## src/rtl/dec_alu_pipe.sv

```systemverilog
`default_nettype none
// ============================================================================
// Module   : dec_alu_pipe
// Purpose  : Decode-to-ALU pipeline stage with a two-entry skid buffer,
//            flush, load-use hazard stalling and a saturating bubble counter.
// Revision : 1.0 - initial release
// ============================================================================
module dec_alu_pipe #(
  parameter int DATA_W     = 32,
  parameter int REG_ADDR_W = 5,
  parameter int ALU_OP_W   = 4,
  parameter int CNT_W      = 16
) (
  input  logic                  clk,
  input  logic                  rst_n,
  input  logic                  inValid,
  output logic                  inReady,
  input  logic                  inWbEn,
  input  logic                  inMemRd,
  input  logic                  inMemWr,
  input  logic [REG_ADDR_W-1:0] inWbAddr,
  input  logic [REG_ADDR_W-1:0] inRs1Addr,
  input  logic [REG_ADDR_W-1:0] inRs2Addr,
  input  logic                  inUseRs1,
  input  logic                  inUseRs2,
  input  logic [DATA_W-1:0]     inData1,
  input  logic [DATA_W-1:0]     inData2,
  input  logic [DATA_W-1:0]     inImm,
  input  logic [ALU_OP_W-1:0]   inOp,
  input  logic                  flush,
  output logic                  outValid,
  input  logic                  outReady,
  output logic                  outWbEn,
  output logic                  outMemRd,
  output logic                  outMemWr,
  output logic [REG_ADDR_W-1:0] outWbAddr,
  output logic [DATA_W-1:0]     outData1,
  output logic [DATA_W-1:0]     outData2,
  output logic [DATA_W-1:0]     outImm,
  output logic [ALU_OP_W-1:0]   outOp,
  output logic [CNT_W-1:0]      bubbleCount
);

  // Packed bundle: {wbEn, memRd, memWr, wbAddr, data1, data2, imm, op}
  localparam int c_PW = 3 + REG_ADDR_W + 3 * DATA_W + ALU_OP_W;

  logic [c_PW-1:0]  w_in_bundle;
  logic [c_PW-1:0]  r_m;
  logic [c_PW-1:0]  r_s;
  logic             r_mv;
  logic             r_sv;
  logic [CNT_W-1:0] r_bubbles;
  logic             w_load_use;
  logic             w_in_take;
  logic             w_out_take;
  logic             w_rs1_hit;
  logic             w_rs2_hit;

  assign w_in_bundle = {inWbEn, inMemRd, inMemWr, inWbAddr,
                        inData1, inData2, inImm, inOp};

  assign {outWbEn, outMemRd, outMemWr, outWbAddr,
          outData1, outData2, outImm, outOp} = r_m;

  assign outValid    = r_mv;
  assign bubbleCount = r_bubbles;

  // A load in M whose destination is read by the incoming bundle blocks it;
  // register 0 is never a real dependency.
  assign w_rs1_hit  = inUseRs1 && (inRs1Addr == outWbAddr);
  assign w_rs2_hit  = inUseRs2 && (inRs2Addr == outWbAddr);
  assign w_load_use = r_mv && outMemRd && outWbEn && (outWbAddr != '0) &&
                      (w_rs1_hit || w_rs2_hit);

  assign inReady    = rst_n && !flush && !r_sv && !w_load_use;
  assign w_in_take  = inValid && inReady;
  assign w_out_take = r_mv && outReady;

  // Main/skid occupancy and payload movement, oldest entry always in M.
  always_ff @(posedge clk) begin
    if (!rst_n) begin
      r_mv <= 1'b0;
      r_sv <= 1'b0;
      r_m  <= '0;
      r_s  <= '0;
    end else if (flush) begin
      r_mv <= 1'b0;
      r_sv <= 1'b0;
    end else if (!r_mv) begin
      if (w_in_take) begin
        r_m  <= w_in_bundle;
        r_mv <= 1'b1;
      end
    end else if (w_out_take) begin
      if (r_sv) begin
        r_m  <= r_s;
        r_sv <= 1'b0;
      end else if (w_in_take) begin
        r_m  <= w_in_bundle;
      end else begin
        r_mv <= 1'b0;
      end
    end else if (w_in_take) begin
      r_s  <= w_in_bundle;
      r_sv <= 1'b1;
    end
  end

  // Saturating count of cycles a valid bundle was stalled by a load-use hazard.
  always_ff @(posedge clk) begin
    if (!rst_n) begin
      r_bubbles <= '0;
    end else if (inValid && w_load_use && !flush && (r_bubbles != '1)) begin
      r_bubbles <= r_bubbles + 1'b1;
    end
  end

endmodule
`default_nettype wire

```

## config.mk

```make
export PLATFORM = sky130hd
export DESIGN_NAME = dec_alu_pipe
export DESIGN_NICKNAME = d
export VERILOG_FILES = /design/src/rtl/dec_alu_pipe.sv
export SDC_FILE = /design/constraint.sdc
export NUM_CORES = 1
export LEC_CHECK = 0
export ABC_AREA = 1
export BUFFER_PORTS_ARGS = -buffer_cell sky130_fd_sc_hd__buf_4
export CELL_PAD_IN_SITES_DETAIL_PLACEMENT = 1
export CELL_PAD_IN_SITES_GLOBAL_PLACEMENT = 1
export CORE_ASPECT_RATIO = 1.1
export CORE_MARGIN = 2
export CORE_UTILIZATION = 41
export DETAILED_ROUTE_END_ITERATION = 12
export PLACE_DENSITY = 0.91
export SYNTH_ARGS = -nofsm -noshare
export SYNTH_HDL_FRONTEND = slang
export SYNTH_SLANG_ARGS = --single-unit
export TNS_END_PERCENT = 1
```

## constraint.sdc

```tcl
create_clock -name clk -period 5 [get_ports clk]
set_clock_uncertainty 0.05 [all_clocks]
set_input_delay 0.5 -clock clk [delete_from_list [all_inputs] [get_ports clk]]
set_output_delay 0.5 -clock clk [all_outputs]
set_load 0.01 [all_outputs]
```

-- After elaboration in Yosys (flattened, before gate mapping)
Cells that the tools add are included.
- add/sub/neg operators: 1
- equal/unequal tests: 4
- multiplexer cells: 10
- bitwise logic cells: 3
- reductions and logical operators: 24
- operator list (kind ; count):
    108-bit 2-to-1 mux ; 4
    16-bit by 1-bit adder with 16-bit output, second input constant ; 1
    16-bit != test, second input constant ; 1
    1-bit logical AND ; 14
    5-bit == test ; 2
    1-bit 2-to-1 mux ; 6
    5-bit nonzero test ; 1
    2-bit AND reduction ; 2
    4-bit AND reduction ; 1
    1-bit zero test ; 3
    1-bit NOT ; 3
    2-bit by 1-bit != test with 1-bit output, second input constant ; 1
    2-bit nonzero test ; 1
    2-bit OR reduction ; 1
    1-bit logical OR ; 1
- register bits: 234
- bits of input ports: 125
- output and inout bits: 126
- logic and storage cells: 47

-- Longest topological paths before layout
Gate-level depths: netlist of the first run.
- depth in word-level cells: 11
- mapped depth: 15
- mapped depth without buffers: 13

-- Worst setup path before layout of the first run
Ideal clock, no wire load.
- path kind: flip-flop to flip-flop
- from: register r_bubbles[0] (netlist: bubbleCount[0])
- to: register r_bubbles[1] (netlist: bubbleCount[1])
- library setup time: 0.116 ns
- data arrival time: 1.654 ns
- data required time: 4.834 ns
- setup slack: 3.180 ns
- cell stages (with the launch flop): 12
- buffers on the path: 1
- clock period less this slack: 1.820 ns
- cells stage by stage: dfxtp_1 ha_1 nand2_1 nor2_1 nand2_1 nor2_1 nand2_1 nand2_2 inv_1 buf_2 o21ai_0 nor2_1
- word-level cells in the longest chain between the ends: 2
- elaborated cells between the ends (all ways): 3
- those cells by class: add/sub (1); eq/ne (1); reduce/logical (1)
- RTL lines (element ; line ; RTL):
    start: declaration ; 52 ; logic [CNT_W-1:0] r_bubbles;
    start signal: assignment ; 114 ; r_bubbles <= r_bubbles + 1'b1;
    parallel branches: the longest is 2 deep, another holds 16-bit by 1-bit adder with 16-bit output ; -- ;
Parallel ways; which one is timed is not known.
A chain may end at the register's enable or synchronous reset.

-- Worst setup path after layout of the first run
- from: register r_m[104]
- to: register r_m[51]
- word-level cells in the longest chain between the ends: 11
- elaborated cells between the ends (all ways): 15
- those cells by class: eq/ne (2); mux (4); reduce/logical (9)
- RTL lines (element ; line ; RTL):
    start: declaration ; 48 ; logic [c_PW-1:0] r_m;
    start signal: assignment ; 91 ; r_m <= w_in_bundle;
    start signal: assignment ; 96 ; r_m <= r_s;
    start signal: assignment ; 99 ; r_m <= w_in_bundle;
    5-bit == test, on equally long branches ; 70, 71 ;
    1-bit logical AND, on equally long branches ; 70, 71 ;
    1-bit logical OR ; 73 ; (w_rs1_hit || w_rs2_hit);
    1-bit logical AND * ; 72 ; assign w_load_use = r_mv && outMemRd && outWbEn && (outWbAddr != '0) &&
    1-bit zero test * ; 75 ; assign inReady = rst_n && !flush && !r_sv && !w_load_use;
    1-bit logical AND * ; 75 ;
    1-bit logical AND * ; 76 ; assign w_in_take = inValid && inReady;
    108-bit 2-to-1 mux * ; -- ;
    108-bit 2-to-1 mux (2 in series) ; -- ;
    108-bit 2-to-1 mux * ; -- ;
Every way passes the cells marked *; elsewhere a longest branch is shown, timed or not. The select of a mux whose other input is x is not followed.

==> impl_metrics.tcl, run 1 <==
set metrics [dict create \
    wl_um 42820 \
    grtUsageMet3_pct 3.811 \
    status "finished, final reports clean" \
    syn_inst 1860 \
    area_growth_pct 24.02 \
    critPathRequiredTime_ns 5.41 \
    groute.usage.overall_pct 27.89 \
    gr-usage-met1_pct 33.33 \
    postCtsResizedCells 0 \
    max_freq_mhz 285.0 \
    clock_sinks 234 \
    num_io_pins 251 \
    grt_pass1_vias 13800 \
    grt_max_degree 146 \
    post-route-period-util_pct 70.18 \
    dr.pass1.iters 5 \
    grt-ovfl-total 0 \
    fin_setup_tns_ns 0 \
    root_buffer "clkbuf_16" \
    p_per_area_nw_per_um2 303.8 \
    grt_pass1_wl_um 68660 \
    cap_violations 0 \
    fin_cells 2395 \
    finalSetupViolations 0 \
    initial_utilization_pct 41.94 \
    path_class "flip-flop to flip-flop" \
    cts_hold_buf 0 \
    critPathArrivalTime_ns 3.92 \
    die_y_um 181.3 \
    tightest_slew_ns 1.081 \
    synthesis.area_um2 11720 \
    crit_path_start_kind "flip-flop" \
    antenna_left 0 \
    gp_congestion 0.8379 \
    viasPerCell 5.513 \
    seq_area_frac_synth_pct 39.97 \
    relSlewSlack_pct 27.93 \
    peakVddDrop_mv 0.2116 \
    grt.busiest_layer "met2" \
    grt_use_met2_pct 49.38 \
    num_rows 64 \
    critPathCaptureType "flip-flop" \
    synthesis.nets 1986 \
    die_w_um 165.2 \
    cts_made_buffers 27 \
    place_inst 2346 \
    drtIter0Drc 722 \
    fin_nets 2138 \
    dieArea_um2 29960 \
    ys_types 25 \
    critPathMaxFanout 84 \
    dp_hpwl_um 25760 \
    fin_area_um2 14540 \
    htreeDepth 1 \
    post-route-min-period_ns 3.509 \
    synth_seq_cells 234 \
    avgSynthCellArea_um2 6.302 \
    drive_above_1_share_pct 16.11 \
    cts_buffer_depth 3 \
    drcViolationCount 0 \
    rsz0062_at_grt "false" \
    coreArea_um2 27950 \
    cts.reportedPaths.clkPinSlew_ns 0.06 \
    via_count 13200 \
    cts_tree "built" \
    post_cts_buffers 0 \
    finalHoldViolCount 0 \
    placed_area_um2 13580 \
    wl_per_cell_um 17.88 \
    final_core_util_pct 52.01 \
    antenna_found_initial 2 \
    hold_path_class "input pin to flip-flop" \
    slew_violations 0 \
    portBuffers 250 \
    leakage_uw 0.006993 \
    synth_warnings 0 \
    insertion_delay_ns 0.53 \
]
-- stage by stage --
stage | hold slack (ns) | power [uW] | worst slack [ns]
after floorplan | 0.4446 | 2145 | 3.180
after global placement | 0.4172 | 2332 | 1.659
after detailed placement | 0.4258 | 2343 | 1.541
after CTS | 0.1106 | 4445 | 1.526
after global routing | 0.1340 | 4560 | 1.244
final | 0.1348 | 4416 | 1.491
-- path summary, 6_finish.rpt --
path | depth (start not counted) | from | end | slack [ns]
max | 13 | r_m[104]$_SDFFE_PN0P_ | r_m[51]$_SDFFE_PN0P_ | 1.49
min | 2 | outReady | r_sv$_SDFFE_PP0P_ | 0.13
max reg2reg | 13 | r_m[104]$_SDFFE_PN0P_ | r_m[51]$_SDFFE_PN0P_ | 1.49
min reg2reg | 2 | r_m[11]$_SDFFE_PN0P_ | r_m[11]$_SDFFE_PN0P_ | 0.43
-- critical path: stages (launching register included) --
cell,delay [ns]
dfxtp_1,0.48
inv_1,0.13
nand2_1,0.08
nand2_1,0.05
nor2_1,0.10
nand3_1,0.09
nand2_1,0.12
nand2_4,0.39
nand3_4,0.47
buf_4,0.89
nand2_1,0.15
nand3_1,0.17
nand2_1,0.09
a21oi_1,0.13
-- routing by layer --
metal	vias up	share of wire [%]
li1	6258	-
met1	6443	41
met2	408	50
met3	94	5.7
met4	0	3.4
met5	-	0
-- state kept, by name, summed over array words and instances (netlist names) --
register and flops:
r_m 108, outValid 1, bubbleCount 16, r_s 108
r_sv 1
-- report_power, final --
group	total, uW	switching, uW	internal, uW
sequential	1910	22.0	1890
combinational	397	245	152
clock	2110	811	1300
-- cell usage after synthesis --
cell type,number,area share (%)
nor3b_4,1,0.16
nand4_4,1,0.18
inv_1,136,4.4
nand2_2,2,0.11
buf_2,42,1.8
nor3_2,1,0.085
buf_4,10,0.64
o21ai_0,4,0.17
nor3_1,8,0.34
or2_2,1,0.053
xor2_1,2,0.15
ha_1,1,0.11
nand2_1,602,19
buf_6,4,0.38
nor4_1,1,0.053
nor2_1,250,8.0
clkbuf_1,72,2.3
nand4_1,112,6.0
xnor2_1,1,0.075
a21oi_1,229,9.8
dfxtp_1,234,40
nand3_1,125,5.3
inv_2,5,0.16
a31oi_1,1,0.053
buf_1,15,0.48
-- kinds of logic after synthesis --
kind of cell / count (synthesis) / share of synthesized area [%]
and+or+nand+nor: 1104 / 39.58
buffers and inverters: 284 / 10.12
AOI/OAI and AO/OA: 234 / 10.00
DFF: 234 / 39.97
xor gates and xnor gates: 3 / 0.2242
adders and majority gates: 1 / 0.1067
-- cell type report --
class                   count  area, um2
diodes                      2      5.005
clock buffers              39      830.8
clock inverters             8      118.9
fillers                  3771      13410
inverters                 141      534.3
multi-input cells        1342       5899
flip-flops and latches    234       4684
well taps                 363      454.2
repair buffers            266       2009
-- cell usage in the layout, fill, tap and decap left out, types with 3 or more instances in the layout --
master,Yosys,final
a21oi_1,229,229
buf_4,10,265
bufinv_16,0,3
clkbuf_16,0,27
clkbuf_8,0,11
clkinv_2,0,4
dfxtp_1,234,234
inv_1,136,136
inv_2,5,3
nand2_1,602,600
nand3_1,125,124
nand4_1,112,112
nor2_1,250,249
nor3_1,8,8
o21ai_0,4,4
Power figures use the tool's default switching activity.
==> inputs of run 2 (changes only) <==
--- a/config.mk
+++ b/config.mk
@@ -11,9 +11,9 @@
 export CELL_PAD_IN_SITES_GLOBAL_PLACEMENT = 1
 export CORE_ASPECT_RATIO = 1.1
 export CORE_MARGIN = 2
-export CORE_UTILIZATION = 41
+export CORE_UTILIZATION = 38
 export DETAILED_ROUTE_END_ITERATION = 12
-export PLACE_DENSITY = 0.91
+export PLACE_DENSITY = 0.86
 export SYNTH_ARGS = -nofsm -noshare
 export SYNTH_HDL_FRONTEND = slang
 export SYNTH_SLANG_ARGS = --single-unit
==> constraint.sdc (replaced) <==
create_clock -name clk -period 3.3 [get_ports clk]
set_clock_uncertainty 0.05 [all_clocks]
set_input_delay 0.33 -clock clk [delete_from_list [all_inputs] [get_ports clk]]
set_output_delay 0.33 -clock clk [all_outputs]
set_load 0.01 [all_outputs]
==> impl_metrics.tcl, run 2 (synthesis results as in run 1) <==
set metrics [dict create \
    insertion_delay_ns 0.53 \
    via_count 13640 \
    dp_hpwl_um 26760 \
    tightest_slew_ns 1.106 \
    max_freq_mhz 389.2 \
    fin_setup_tns_ns 0 \
    root_buffer "clkbuf_16" \
    rsz0062_at_grt "false" \
    grt_pass1_wl_um 73580 \
    drcViolationCount 0 \
    place_ws_ns 0.7991 \
    cts.reportedPaths.clkPinSlew_ns 0.06 \
    postCtsResizedCells 0 \
    critPathArrivalTime_ns 2.87 \
    post-route-min-period_ns 2.570 \
    p_per_area_nw_per_um2 421.4 \
    post-route-period-util_pct 77.87 \
    path_class "flip-flop to flip-flop" \
    clock_sinks 234 \
    initial_utilization_pct 38.52 \
    grt_max_degree 139 \
    die_y_um 188.2 \
    critPathRequiredTime_ns 3.60 \
    cp.buffers_inverters 1 \
    num_io_pins 251 \
    final_cell_mix "600 x nand2_1, 262 x buf_4, 249 x nor2_1, 234 x dfxtp_1, 229 x a21oi_1" \
    fin_area_um2 15460 \
    num_rows 67 \
    dr.pass1.iters 5 \
    drtIter0Drc 897 \
    wl_um 46000 \
    critPathSlowestCell "dfxtp_1" \
    die_w_um 171.5 \
    leakage_uw 0.007339 \
    cp_top_family "simple AND/OR/NAND/NOR gates" \
    slew_violations 0 \
    critPathMaxFanout 56 \
    fin_nets 2228 \
    critPathMaxStageDelay_ns 0.48 \
    dieArea_um2 32270 \
    coreArea_um2 30430 \
    cts_made_buffers 27 \
    finalHoldViolCount 0 \
    cap_violations 0 \
    crit_path_start_kind "flip-flop" \
    status "finished, final reports clean" \
    critPathCaptureType "flip-flop" \
    relSlewSlack_pct 26.29 \
    cts_tree "built" \
    htreeDepth 1 \
    final_core_util_pct 50.80 \
    groute.usage.overall_pct 27.89 \
    hold_slack_ns 0.01529 \
    antenna_found_initial 4 \
    final_common_cell "nand2_1" \
    drive_above_1_share_pct 15.20 \
    cts_buffer_depth 3 \
    n_fill_cell 4005 \
    grt_pass1_vias 14460 \
    cp_cell_sequence "nand2_1, nand2_1, nor2_1, nand3_1, nand2_1, nand2_4, nand3_4, buf_12, nand2_1, nand3_1, nand2_1, a21oi_1" \
    finalSetupViolations 0 \
    gp_congestion 0.8293 \
    viasPerCell 5.381 \
    peakVddDrop_mv 0.3964 \
    hold_path_class "input pin to flip-flop" \
    placed_area_um2 13760 \
    portBuffers 250 \
    grt-ovfl-total 0 \
    critPathMostFrequentCell "nand2_1" \
    setup_slack_ns 0.7303 \
    area_growth_pct 31.89 \
    wl_per_cell_um 18.15 \
    antenna_left 0 \
]
==> run 2: area by class of cell <==
cell class              count  area (um2)  area share (%)
diodes                      3       7.507         0.04856
clock buffers              37       733.2           4.743
flip-flops and latches    234        4684           30.30
inverters                 141       534.3           3.456
repair buffers            356        2988           19.33
multi-input cells        1342        5899           38.16
clock inverters             8       93.84          0.6070
well taps                 414       518.0           3.351
==> run 2: tightest hold or removal path, cell delays in order <==
cell and delay, ns:
buf_4 0.10, nor2_1 0.04, nor2_1 0.08
==> run 2: what timing repair did <==
| action | 4_1_cts | 5_1_grt |
|---|---|---|
| setup buffers | 0 | 0 |
| endpoints found under the hold margin | 86 | 0 |
| hold buffers | 86 | 0 |
==> run 2: worst paths after layout <==
| kind | endpoint | cells after the start | slack [ns] | startpoint |
|---|---|---|---|---|
| worst max-delay path | r_m[28]$_SDFFE_PN0P_ | 12 | 0.73 | r_m[100]$_SDFFE_PN0P_ |
| worst max register to register | r_m[28]$_SDFFE_PN0P_ | 12 | 0.73 | r_m[100]$_SDFFE_PN0P_ |
| worst min-delay path | r_s[107]$_SDFFE_PN0P_ | 3 | 0.02 | inWbEn |
| worst min register to register | r_m[14]$_SDFFE_PN0P_ | 2 | 0.43 | r_m[14]$_SDFFE_PN0P_ |
==> run 2: where the power goes <==
part	leakage, uW	internal [uW]	switching [uW]	total, uW
sequential	0.00189	2860	34.2	2900
combinational	0.00504	306	402	708
clock	0.000409	1700	1210	2910
==> run 2: stage by stage <==
stage	power, uW	instances
after CTS	6553	2532
after global routing	6744	2535
after global placement	3553	2401
after floorplan	3250	1860
final	6515	2535
after detailed placement	3565	2401
==> run 2: per-layer routing <==
metal | vias up | share of wire, % | global-route usage, %
li1 | 6434 | - | -
met2 | 448 | 50 | 49.10
met5 | - | 0.024 | 0
met4 | 2 | 3.3 | 11.31
met1 | 6655 | 41 | 33.97
met3 | 103 | 5.5 | 3.760
==> inputs of run 3 (changes only) <==
--- a/config.mk
+++ b/config.mk
@@ -5,15 +5,15 @@
 export SDC_FILE = /design/constraint.sdc
 export NUM_CORES = 1
 export LEC_CHECK = 0
-export ABC_AREA = 1
+export ABC_AREA = 0
 export BUFFER_PORTS_ARGS = -buffer_cell sky130_fd_sc_hd__buf_4
 export CELL_PAD_IN_SITES_DETAIL_PLACEMENT = 1
 export CELL_PAD_IN_SITES_GLOBAL_PLACEMENT = 1
 export CORE_ASPECT_RATIO = 1.1
 export CORE_MARGIN = 2
-export CORE_UTILIZATION = 38
+export CORE_UTILIZATION = 39
 export DETAILED_ROUTE_END_ITERATION = 12
-export PLACE_DENSITY = 0.86
+export PLACE_DENSITY = 0.85
 export SYNTH_ARGS = -nofsm -noshare
 export SYNTH_HDL_FRONTEND = slang
 export SYNTH_SLANG_ARGS = --single-unit
==> constraint.sdc (replaced) <==
create_clock -name clk -period 2.7 [get_ports clk]
set_clock_uncertainty 0.05 [all_clocks]
set_input_delay 0.27 -clock clk [delete_from_list [all_inputs] [get_ports clk]]
set_output_delay 0.27 -clock clk [all_outputs]
set_load 0.01 [all_outputs]
==> impl_metrics.tcl, run 3 <==
set metrics [dict create \
    dr.pass1.iters 5 \
    critPathSlowestCell "dfxtp_1" \
    p_seq_share_pct 46.2 \
    internal_power_uw 6014 \
    max_freq_mhz 390.1 \
    die_y_um 164.4 \
    antenna_found_initial 1 \
    critPathMaxFanout 5 \
    critPathArrivalTime_ns 2.24 \
    leakage_uw 0.005241 \
    seq_area_frac_synth_pct 51.34 \
    n_fill_cell 2539 \
    synthesis.nets 1100 \
    fin_nets 1414 \
    tightest_slew_ns 0.9007 \
    peakVddDrop_mv 0.4069 \
    cts.reportedPaths.clkPinSlew_ns 0.06 \
    fin_area_um2 13200 \
    synth_seq_cells 234 \
    coreArea_um2 22930 \
    num_io_pins 251 \
    area_growth_pct 44.63 \
    ys_types 42 \
    clkPwrFrac_pct 42.8 \
    drive_above_1_share_pct 32.26 \
    viasPerCell 5.529 \
    drtIter0Drc 389 \
    post-synth-top-count-cell "dfxtp_1" \
    post-route-period-util_pct 94.94 \
    async_reset_ff_share_pct 0 \
    synth_top_area_cell "dfxtp_1" \
    post_cts_buffers 0 \
    initial_utilization_pct 39.79 \
    slew_violations 0 \
    status "finished, final reports clean" \
    root_buffer "clkbuf_16" \
    placed_area_um2 11310 \
    portBuffers 250 \
    yosysTopAreaCellShare_pct 51.34 \
    groute.usage.overall_pct 24.48 \
    cts_buffer_depth 3 \
    cts_made_buffers 25 \
    grt_pass1_vias 9318 \
    clock_sinks 234 \
    syn_inst 974 \
    cap_violations 0 \
    netlist_top_cells_count "234 x dfxtp_1, 220 x nand2_1, 117 x o21ai_0, 108 x o21a_1, 108 x o221a_2" \
    synth_warnings 0 \
    rsz0062_at_grt "false" \
    power_switching_uw 1830 \
    ys_top_cells_by_area "dfxtp_1 51%, o221a_2 13%, nand2_1 9.0%, o21a_1 8.9%, o21ai_0 6.4%" \
    dieArea_um2 24640 \
    finalSetupViolations 0 \
    drcViolationCount 0 \
    via_count 8880 \
    num_rows 58 \
    post-route-min-period_ns 2.563 \
    critPathMaxStageDelay_ns 0.45 \
    synth_edf_count 0 \
    relSlewSlack_pct 39.96 \
    hold_path_class "input pin to flip-flop" \
    ys.flop_type "dfxtp_1" \
    p_comb_share_pct 11.0 \
    finalHoldViolCount 0 \
    avgSynthCellArea_um2 9.369 \
    cts_tree "built" \
    path_class "flip-flop to output port" \
    fin_setup_tns_ns 0 \
    critPathRequiredTime_ns 2.38 \
    multi_input_area_um2 4095 \
    antenna_left 0 \
    synthesis.area_um2 9125 \
    final_common_cell "buf_4" \
    wl_um 31610 \
    grt_pass1_wl_um 48760 \
    p_per_area_nw_per_um2 594.3 \
    grt_max_degree 146 \
    final_cell_mix "257 x buf_4, 233 x dfxtp_1, 219 x nand2_1, 117 x o21ai_0" \
    die_w_um 149.8 \
    htreeDepth 1 \
    insertion_delay_ns 0.51 \
    cp_cell_sequence "xor2_1, nor4_2, a32oi_1, or2_2, and2_1, buf_4" \
    seqCellArea_um2 4686 \
    netSwitchingFraction_pct 23.33 \
    gp_congestion 0.8141 \
    grt-ovfl-total 0 \
    critPathCaptureType "output port" \
    hold_slack_ns 0.0004315 \
    dp_hpwl_um 16910 \
    crit_path_start_kind "flip-flop" \
    wl_per_cell_um 19.68 \
]
[run 3: final cells by class]
type | count | share of cell area [%]
sequential | 234 | 35.50
clock buffer | 37 | 5.537
inverter | 5 | 0.1422
tap | 300 | 2.844
clock inverter | 7 | 0.5119
timing repair buffer | 376 | 24.41
antenna | 1 | 0.01896
multi-input combinational | 646 | 31.03
[run 3: what timing repair did]
item,CTS,global route
gates resized for setup,0,1
endpoints found under the setup margin,0,1
hold endpoints to repair,108,0
hold buffers,108,0
[run 3: worst max-delay path, delay by kind of cell (launching register included)]
kind,cells,cell delay (ns)
buffers and inverters,1,0.14
and+or+nand+nor,3,0.83
AOI/OAI and AO/OA,1,0.18
xor gates and xnor gates,1,0.12
DFF,1,0.45
[run 3: kinds of logic after synthesis]
group,synth area share (%)
AO/OA/AOI/OAI,30.54
XOR/XNOR,1.056
adder cells (fa/ha/maj),0.1371
buffers and inverters,4.155
flip-flops,51.34
multiplexers,0.1097
AND/OR/NAND/NOR,12.67
[run 3: through the flow]
step / instances / total power (uW) / util (%) / setup WS (ns)
2_1_floorplan: 974 / 4008 / - / 0.4185
3_3_place_gp: 1453 / 4380 / 49.34 / 0.2841
3_5_place_dp: 1453 / 4402 / 49.34 / 0.2367
4_1_cts: 1605 / 7868 / 57.53 / 0.09604
5_1_grt: 1606 / 8106 / 57.55 / 0.04713
6_report: 1606 / 7844 / 57.55 / 0.1367
[run 3: final timing paths]
check / from / end / slack (ns) / depth (start not counted)
max: r_m[102]$_SDFFE_PN0P_ / inReady / 0.14 / 6
min: inData2[4] / r_s[40]$_SDFFE_PN0P_ / 0.0004 / 3
max reg2reg: r_m[102]$_SDFFE_PN0P_ / bubbleCount[11]$_SDFFE_PN0P_ / 0.19 / 7
min reg2reg: r_s[80]$_SDFFE_PN0P_ / r_s[80]$_SDFFE_PN0P_ / 0.41 / 2
[run 3: layer usage]
layer  up-vias  part of all wire, %  global-route usage (%)
li1       4168                    -                       -
met1      4386                   39                   27.03
met2       252                   53                   46.39
met3        74                  5.1                   4.365
met4         0                  3.5                   9.220
met5         -                    0                       0
[run 3: power groups by stage]
stage	sequential [uW]	clock [uW]	combinational, uW
floorplan	3720	0	292
global placement	3690	0	694
detailed placement	3690	0	711
CTS	3620	3410	846
global route	3630	3550	923
finish	3620	3360	865
